==> src/rtl/urv_dbus_arbiter_pkg.sv <==
// Shared AHB-Lite encodings, port indices and pending-request record for the
// two-master data-bus arbiter.
package urv_dbus_arbiter_pkg;

  localparam logic [1:0] HTRANS_IDLE   = 2'b00;
  localparam logic [1:0] HTRANS_NONSEQ = 2'b10;
  localparam logic [1:0] HTRANS_SEQ    = 2'b11;

  localparam logic [2:0] HBURST_SINGLE = 3'b000;

  localparam logic [2:0] HSIZE_BYTE = 3'b000;
  localparam logic [2:0] HSIZE_HALF = 3'b001;
  localparam logic [2:0] HSIZE_WORD = 3'b010;

  localparam logic [3:0] HPROT_DATA_PRIV = 4'b0011;

  localparam logic PORT_CORE  = 1'b0;
  localparam logic PORT_DEBUG = 1'b1;

  typedef struct packed {
    logic [31:0] addr;
    logic        write;
    logic [2:0]  size;
    logic        valid;
  } pend_t;

  // SEQ carries no burst meaning here; both count as a fresh single transfer.
  function automatic logic htrans_active(input logic [1:0] t);
    return (t == HTRANS_NONSEQ) || (t == HTRANS_SEQ);
  endfunction

endpackage

==> src/rtl/urv_dbus_port.sv <==
// Per-master front end: one-entry request buffer plus the outstanding-transfer
// flag that decides when this master is allowed to see HREADY.
module urv_dbus_port
  import urv_dbus_arbiter_pkg::*;
(
  input  logic        clk_i,
  input  logic        rst_i,
  input  logic [31:0] haddr,
  input  logic [1:0]  htrans,
  input  logic        hwrite,
  input  logic [2:0]  hsize,
  input  logic        dp_done,
  input  logic        grant,
  output logic        hready,
  output logic        req,
  output pend_t       pend
);

  logic        out_q;
  logic        valid_q;
  logic [31:0] addr_q;
  logic        write_q;
  logic [2:0]  size_q;
  logic        live_req;

  assign hready   = out_q ? dp_done : 1'b1;
  assign live_req = htrans_active(htrans) && hready;
  assign req      = valid_q || live_req;

  assign pend.addr  = addr_q;
  assign pend.write = write_q;
  assign pend.size  = size_q;
  assign pend.valid = valid_q;

  always_ff @(posedge clk_i or posedge rst_i) begin
    if (rst_i) begin
      out_q   <= 1'b0;
      valid_q <= 1'b0;
    end else begin
      if (live_req)     out_q <= 1'b1;
      else if (dp_done) out_q <= 1'b0;
      if (grant)         valid_q <= 1'b0;
      else if (live_req) valid_q <= 1'b1;
    end
  end

  // Buffer payload needs no reset: it is only looked at while valid_q is set.
  always_ff @(posedge clk_i) begin
    if (live_req && !grant) begin
      addr_q  <= haddr;
      write_q <= hwrite;
      size_q  <= hsize;
    end
  end

endmodule

==> src/rtl/urv_dbus_arbiter.sv <==
// Two-master (core, debug) AHB-Lite data-bus arbiter onto a single slave port.
// Define URV_DBUS_RR_EN for round-robin arbitration; default is core-first.
module urv_dbus_arbiter
  import urv_dbus_arbiter_pkg::*;
(
  input  logic        clk_i,
  input  logic        rst_i,
  input  logic [31:0] m0_haddr,
  input  logic [1:0]  m0_htrans,
  input  logic        m0_hwrite,
  input  logic [2:0]  m0_hsize,
  input  logic [31:0] m0_hwdata,
  output logic        m0_hready_o,
  output logic [31:0] m0_hrdata_o,
  output logic        m0_hresp_o,
  input  logic [31:0] m1_haddr,
  input  logic [1:0]  m1_htrans,
  input  logic        m1_hwrite,
  input  logic [2:0]  m1_hsize,
  input  logic [31:0] m1_hwdata,
  output logic        m1_hready_o,
  output logic [31:0] m1_hrdata_o,
  output logic        m1_hresp_o,
  output logic [31:0] HADDR,
  output logic [1:0]  HTRANS,
  output logic        HWRITE,
  output logic [2:0]  HSIZE,
  output logic [31:0] HWDATA,
  output logic [2:0]  HBURST,
  output logic        HMASTLOCK,
  output logic [3:0]  HPROT,
  input  logic        HREADY,
  input  logic [31:0] HRDATA,
  input  logic        HRESP
);

  logic [1:0] req;
  logic [1:0] grant;
  logic [1:0] dp_done;
  pend_t      pend0;
  pend_t      pend1;
  logic       dp_valid;
  logic       dp_owner;

  assign dp_done[PORT_CORE]  = dp_valid && (dp_owner == PORT_CORE)  && HREADY;
  assign dp_done[PORT_DEBUG] = dp_valid && (dp_owner == PORT_DEBUG) && HREADY;

  urv_dbus_port u_port0 (
    .clk_i(clk_i), .rst_i(rst_i),
    .haddr(m0_haddr), .htrans(m0_htrans), .hwrite(m0_hwrite), .hsize(m0_hsize),
    .dp_done(dp_done[PORT_CORE]), .grant(grant[PORT_CORE]),
    .hready(m0_hready_o), .req(req[PORT_CORE]), .pend(pend0)
  );

  urv_dbus_port u_port1 (
    .clk_i(clk_i), .rst_i(rst_i),
    .haddr(m1_haddr), .htrans(m1_htrans), .hwrite(m1_hwrite), .hsize(m1_hsize),
    .dp_done(dp_done[PORT_DEBUG]), .grant(grant[PORT_DEBUG]),
    .hready(m1_hready_o), .req(req[PORT_DEBUG]), .pend(pend1)
  );

`ifdef URV_DBUS_RR_EN
  logic last_grant;

  always_ff @(posedge clk_i or posedge rst_i) begin
    if (rst_i)       last_grant <= PORT_CORE;
    else if (|grant) last_grant <= grant[PORT_DEBUG];
  end
`endif

  // Address phase: the slave can only take a new address while HREADY is high.
  always_comb begin
    grant = 2'b00;
    if (HREADY && !rst_i) begin
`ifdef URV_DBUS_RR_EN
      if (&req) grant = (last_grant == PORT_CORE) ? 2'b10 : 2'b01;
      else      grant = req;
`else
      if (req[PORT_CORE])       grant = 2'b01;
      else if (req[PORT_DEBUG]) grant = 2'b10;
`endif
    end
  end

  always_comb begin
    HTRANS = HTRANS_IDLE;
    HADDR  = '0;
    HWRITE = 1'b0;
    HSIZE  = '0;
    if (grant[PORT_DEBUG]) begin
      HTRANS = HTRANS_NONSEQ;
      if (pend1.valid) {HADDR, HWRITE, HSIZE} = {pend1.addr, pend1.write, pend1.size};
      else             {HADDR, HWRITE, HSIZE} = {m1_haddr, m1_hwrite, m1_hsize};
    end else if (grant[PORT_CORE]) begin
      HTRANS = HTRANS_NONSEQ;
      if (pend0.valid) {HADDR, HWRITE, HSIZE} = {pend0.addr, pend0.write, pend0.size};
      else             {HADDR, HWRITE, HSIZE} = {m0_haddr, m0_hwrite, m0_hsize};
    end
  end

  // Data phase: tracks whose transfer the slave is currently serving.
  always_ff @(posedge clk_i or posedge rst_i) begin
    if (rst_i) begin
      dp_valid <= 1'b0;
      dp_owner <= PORT_CORE;
    end else if (HREADY) begin
      dp_valid <= |grant;
      if (|grant) dp_owner <= grant[PORT_DEBUG];
    end
  end

  assign HWDATA = !dp_valid ? '0 : (dp_owner == PORT_DEBUG) ? m1_hwdata : m0_hwdata;

  assign m0_hrdata_o = HRDATA;
  assign m1_hrdata_o = HRDATA;
  assign m0_hresp_o  = dp_valid && (dp_owner == PORT_CORE)  && HRESP;
  assign m1_hresp_o  = dp_valid && (dp_owner == PORT_DEBUG) && HRESP;

  assign HBURST    = HBURST_SINGLE;
  assign HMASTLOCK = 1'b0;
  assign HPROT     = HPROT_DATA_PRIV;

endmodule

==> config.mk <==
export PLATFORM = sky130hd
export DESIGN_NAME = urv_dbus_arbiter
export DESIGN_NICKNAME = d
export VERILOG_FILES = /design/src/rtl/urv_dbus_arbiter_pkg.sv /design/src/rtl/urv_dbus_port.sv /design/src/rtl/urv_dbus_arbiter.sv
export SDC_FILE = /design/constraint.sdc
export NUM_CORES = 1
export LEC_CHECK = 0
export CAP_MARGIN = 0
export CORE_AREA = 2 2 124 126
export DETAILED_ROUTE_END_ITERATION = 6
export DIE_AREA = 0 0 126 128
export PLACE_DENSITY = 0.77
export SLEW_MARGIN = 20
export SYNTH_ARGS = -nofsm -noshare
export SYNTH_HDL_FRONTEND = slang
export SYNTH_HIERARCHICAL = 1
export SYNTH_SLANG_ARGS = --single-unit
==> constraint.sdc <==
create_clock -name clk_i -period 10.4 [get_ports clk_i]
set_clock_uncertainty 0.2 [all_clocks]
set_input_delay 2.08 -clock clk_i [delete_from_list [all_inputs] [get_ports clk_i]]
set_output_delay 2.08 -clock clk_i [all_outputs]
set_load 0.01 [all_outputs]
; After elaboration in Yosys (flattened, before gate mapping)
; Cells that the tools add are included.
[totals]
register_bits = 78
inputBits = 176
output_inout_bits = 146
word_cells = 70
[op_classes]
n_eq_ne = 4
muxes = 29
bitwise_logic = 1
reduce_logical = 24
[ops]
columns = operator, count
row1 = 32-bit 2-to-1 mux, 6
row2 = 1-bit 2-to-1 mux, 14
row3 = 3-bit 2-to-1 mux, 4
row4 = 1-bit logical AND, 11
row5 = 2-bit 2-to-1 mux, 5
row6 = 2-bit == test (second input constant), 4
row7 = 2-bit nonzero test, 4
row8 = 1-bit logical OR, 4
row9 = 1-bit zero test, 3
row10 = 2-bit AND reduction, 1
row11 = 2-bit OR reduction, 1
row12 = 1-bit inverter, 1

; Longest topological paths before layout
[logic_depth]
ltp_word = 10
ltp_mapped = 12

; Cells and area by module
; Netlist, hierarchy kept.
[by_module_without_submodules]
columns = mod, instances, cells_each, area_each_um2
row1 = urv_dbus_arbiter, 1, 286, 2464.9
row2 = urv_dbus_port, 2, 49, 1201.2

; Least setup slack after synthesis
; OpenSTA, ideal clock, no wires.
[synth_path]
path_kind = in2out
from = input HREADY
to = output HADDR[1]
t_arrival_ps = 3297
setup_slack_ps = 4823
path_stages = 7
path_buffers = 1
path_cell_list = and3_1 nor2b_4 inv_2 a21o_1 nand4bb_4 buf_6 o22ai_1
[synth_via]
elab_chain_cells = 8
[synth_rtl]
columns = item, line_no
row1 = from (decl), urv_dbus_arbiter.sv:32  ; input logic HREADY,
row2 = 1-bit logical AND (*), urv_dbus_arbiter.sv:45  ; assign dp_done[PORT_CORE] = dp_valid && (dp_owner == PORT_CORE) && HREADY;
row3 = 1-bit 2-to-1 mux (*), urv_dbus_port.sv:26  ; assign hready = out_q ? dp_done : 1'b1;
row4 = named net m0_hready_o, urv_dbus_arbiter.sv:13  ; output logic m0_hready_o,
row5 = 1-bit logical AND (*), urv_dbus_port.sv:27  ; assign live_req = htrans_active(htrans) && hready;
row6 = 1-bit logical OR (*), urv_dbus_port.sv:28  ; assign req = valid_q || live_req;
row7 = named net req[0], urv_dbus_arbiter.sv:37  ; logic [1:0] req;
row8 = 2-bit 2-to-1 mux (*), urv_dbus_arbiter.sv:79  ; if (req[PORT_CORE]) grant = 2'b01;
row9 = 2-bit 2-to-1 mux (*), urv_dbus_arbiter.sv:74  ; if (HREADY && !rst_i) begin
row10 = 32-bit 2-to-1 mux, urv_dbus_arbiter.sv:94  ; end else if (grant[PORT_CORE]) begin
row11 = 32-bit 2-to-1 mux (*), urv_dbus_arbiter.sv:90  ; if (grant[PORT_DEBUG]) begin
row12 = to (decl), urv_dbus_arbiter.sv:24  ; output logic [31:0] HADDR,
; Mark *: on every way through the listed nets, which the timed path passes. The rest lies on a longest branch.

; Final worst setup path
[layout_path]
from = input HREADY
to = output HADDR[6]
[layout_via]
elab_chain_cells = 8
[layout_rtl]
columns = item, line_no
row1 = 1-bit logical AND (*), urv_dbus_arbiter.sv:45
row2 = named net dp_done[0], urv_dbus_arbiter.sv:39  ; logic [1:0] dp_done;
row3 = 1-bit 2-to-1 mux (*), urv_dbus_port.sv:26
row4 = 1-bit logical AND (*), urv_dbus_port.sv:27
row5 = 1-bit logical OR (*), urv_dbus_port.sv:28
row6 = named net req[0], urv_dbus_arbiter.sv:37
row7 = 2-bit 2-to-1 mux (*), urv_dbus_arbiter.sv:79
row8 = 2-bit 2-to-1 mux (*), urv_dbus_arbiter.sv:74
row9 = 32-bit 2-to-1 mux, urv_dbus_arbiter.sv:94
row10 = 32-bit 2-to-1 mux (*), urv_dbus_arbiter.sv:90
; Marks and branches as above.

==> results.cfg <==
[clock_network]
clkSinkCount = 78
root_buffer = clkbuf_16
cts_tree = done
cts_buffer_depth = 2
numCtsBuffers = 9
htree_levels = 3
ctsResizeCount = 0
postCtsHoldBufs = 0
clk_pin_slew_ns = 0.06
post-cts-setup-buffers = 0
clk-insertion-delay-late_ns = 0.33

[routing]
drtIter0Drc = 106
viasPerCell = 4.79
drt_first_pass_iters = 4
ant_nets = 0
vias = 3414
drc_errors = 0
wl_microns = 13500
wl_per_cell_microns = 19.0

[timing]
period_needed_ns = 7.46
setup_violations = 0
final.setup.tns_ns = 0
finalCritPeriodShare_pct = 71.7
finalHoldViolations = 0
max_freq_mhz = 134
drv_slew = 0
holdWs_ns = 0.439
max_slew_margin_pct = 36.6
tightest_slew_ns = 0.952
rsz0062_at_grt = false
fin_ws_ns = 2.94

[synth]
yosysSeqAreaShare_pct = 47.5
syn_avg_cell_area_sq_um = 12.7
netlist_area_sq_um = 4870
ys_types = 22
yosys_warnings = 6
synth-seq-cells = 78
postSynthCellCount = 384

[final_layout]
final_nets = 696
drive_gt1_share_pct = 8.57
antenna_cells = 0
nFillCells = 1353
area_growth_pct = 41.2

[grt]
antenna_found_initial = 0
first_global_vias = 3602
met3_usage_pct = 6.22
top_usage_layer = met2
grtUsageTotal_pct = 16.0
grt-ovfl-total = 0
met1_usage_pct = 17.5
use_met2_pct = 28.3
grt_max_degree = 41
grt_pass1_wl_microns = 20000

[die]
die_w_microns = 126
fp-row-count = 45
initial_core_util_pct = 32.7
die_y_microns = 128
core_sq_um = 14900
io-pin-count = 322
dieArea_sq_um = 16100

[power]
p_leak_uw = 0.00262
power_density_nw_per_um2 = 205
power_uw = 1410
peakVddDrop_uv = 112

[setup_path]
cpPeakStageDelay_ns = 0.72
crit_path_start = HREADY
ff2ff_path_depth = 10
cp.arrival_ns = 5.18
reg2reg_to = u_port0/addr_q[6]$_DFFE_PP_
crit_chain = clkdlybuf4s50_1, and3_1, nor2b_4, inv_2, a21o_1, nand4bb_4, o22ai_1, clkdlybuf4s50_1
crit_top_cell = clkdlybuf4s50_1
crit_required_ns = 8.12
crit_path_start_kind = input port
cp_slowest_cell = nand4bb_4
worstSetupPathType = in2out
endpoint = HADDR[6]
worstReg2RegStart = dp_owner$_DFFE_PP0P_
worstSetupEndpointType = output port
crit_path_max_fanout = 40
rrSetupSlack_ns = 6.52

[flow_run]
cap_violations = 0

[status]
outcome = completed

[place]
place_congestion = 0.853
pre_cts_ws_ns = 2.98
place_hpwl_microns = 9970
port_buffers = 214

[min_path]
hold_class = reg2reg
[kinds of logic after synthesis]
kind of cell | synth area share [%]
other cells | 0.154
compound gates | 7.09
simple gates | 6.97
mux | 21.4
flops | 47.5
buf+inv | 16.9
[area by class of cell]
cell class | count | area [sq um] | area share [%]
clock inverters | 7 | 65.1 | 0.946
well taps | 188 | 235 | 3.42
inverters | 10 | 37.5 | 0.546
clock buffers | 9 | 225 | 3.28
multi-input cells | 203 | 1780 | 25.9
repair buffers | 218 | 2210 | 32.2
flip-flops and latches | 78 | 2320 | 33.7
[cells in the mapped netlist (all sizes together)]
cell | instances | share of area, %
conb | 2 | 0.15
o22ai | 38 | 6.7
nor2 | 2 | 0.15
nand3b | 1 | 0.23
nor2b | 34 | 4.7
buf | 95 | 16
nand2 | 1 | 0.077
clkbuf | 5 | 0.39
nand3 | 1 | 0.10
inv | 10 | 0.77
mux2i | 104 | 21
nand4bb | 1 | 0.57
nand2b | 5 | 0.64
and3 | 4 | 0.51
dfrtp | 6 | 3.1
edfxtp | 72 | 44
a21o | 2 | 0.31
o21ai | 1 | 0.10
[registers in the layout, summed over array words and instances, names as in the netlist, 3 cells and up]
name and flops:
u_port0/addr_q 32, u_port1/size_q 3, u_port1/addr_q 32, u_port0/size_q 3
[through the flow]
step                util (%)  std cells  area [sq um]
finish                  46.2        713          6870
floorplan                  -        391          4890
global placement        43.9        695          6520
global route            46.2        713          6870
CTS                     45.8        711          6810
detailed placement      43.9        695          6520
[worst min-delay path by stage]
stage	startpoint	endpoint	slack, ns	cells after the start
after floorplan	u_port1/valid_q$_DFFE_PP0P_	u_port1/valid_q$_DFFE_PP0P_	0.33	2
after global placement	u_port1/out_q$_DFFE_PP0P_	u_port1/out_q$_DFFE_PP0P_	0.42	3
after detailed placement	u_port1/out_q$_DFFE_PP0P_	u_port1/out_q$_DFFE_PP0P_	0.44	3
after CTS	u_port1/out_q$_DFFE_PP0P_	u_port1/out_q$_DFFE_PP0P_	0.45	3
after global routing	u_port1/out_q$_DFFE_PP0P_	u_port1/valid_q$_DFFE_PP0P_	0.48	2
final	u_port1/out_q$_DFFE_PP0P_	u_port1/out_q$_DFFE_PP0P_	0.44	3
[worst max-delay path, delay by kind of cell]
family	cells	cell delay, ns
buf+inv	3	1.21
compound gates	2	0.68
simple gates	3	1.18
[metal layers]
| metal | share of wire [%] | routed length, microns |
|---|---|---|
| met1 | 37 | 5030 |
| met2 | 51 | 6870 |
| met3 | 10 | 1390 |
| met4 | 1.9 | 253 |
| met5 | 0 | 0 |
[report_power, final]
part	switching [uW]	total [uW]	internal, uW
sequential	54.3	445	391
clock	121	305	184
combinational	288	657	369
total	463	1410	943
[cells in the final DEF (no fill, tap or decap), types with 3 or more instances in the layout]
cell type and n:
clkdlybuf4s50_1 214, mux2i_1 104, edfxtp_1 72, nor2b_1 32, o22ai_1 24, o22ai_2 14
conb_1 9, clkbuf_16 9, inv_1 8, nand2b_1 5, and3_1 4, clkinv_2 4
dfrtp_2 3, dfrtp_1 3
Power figures use the tool's default switching activity.
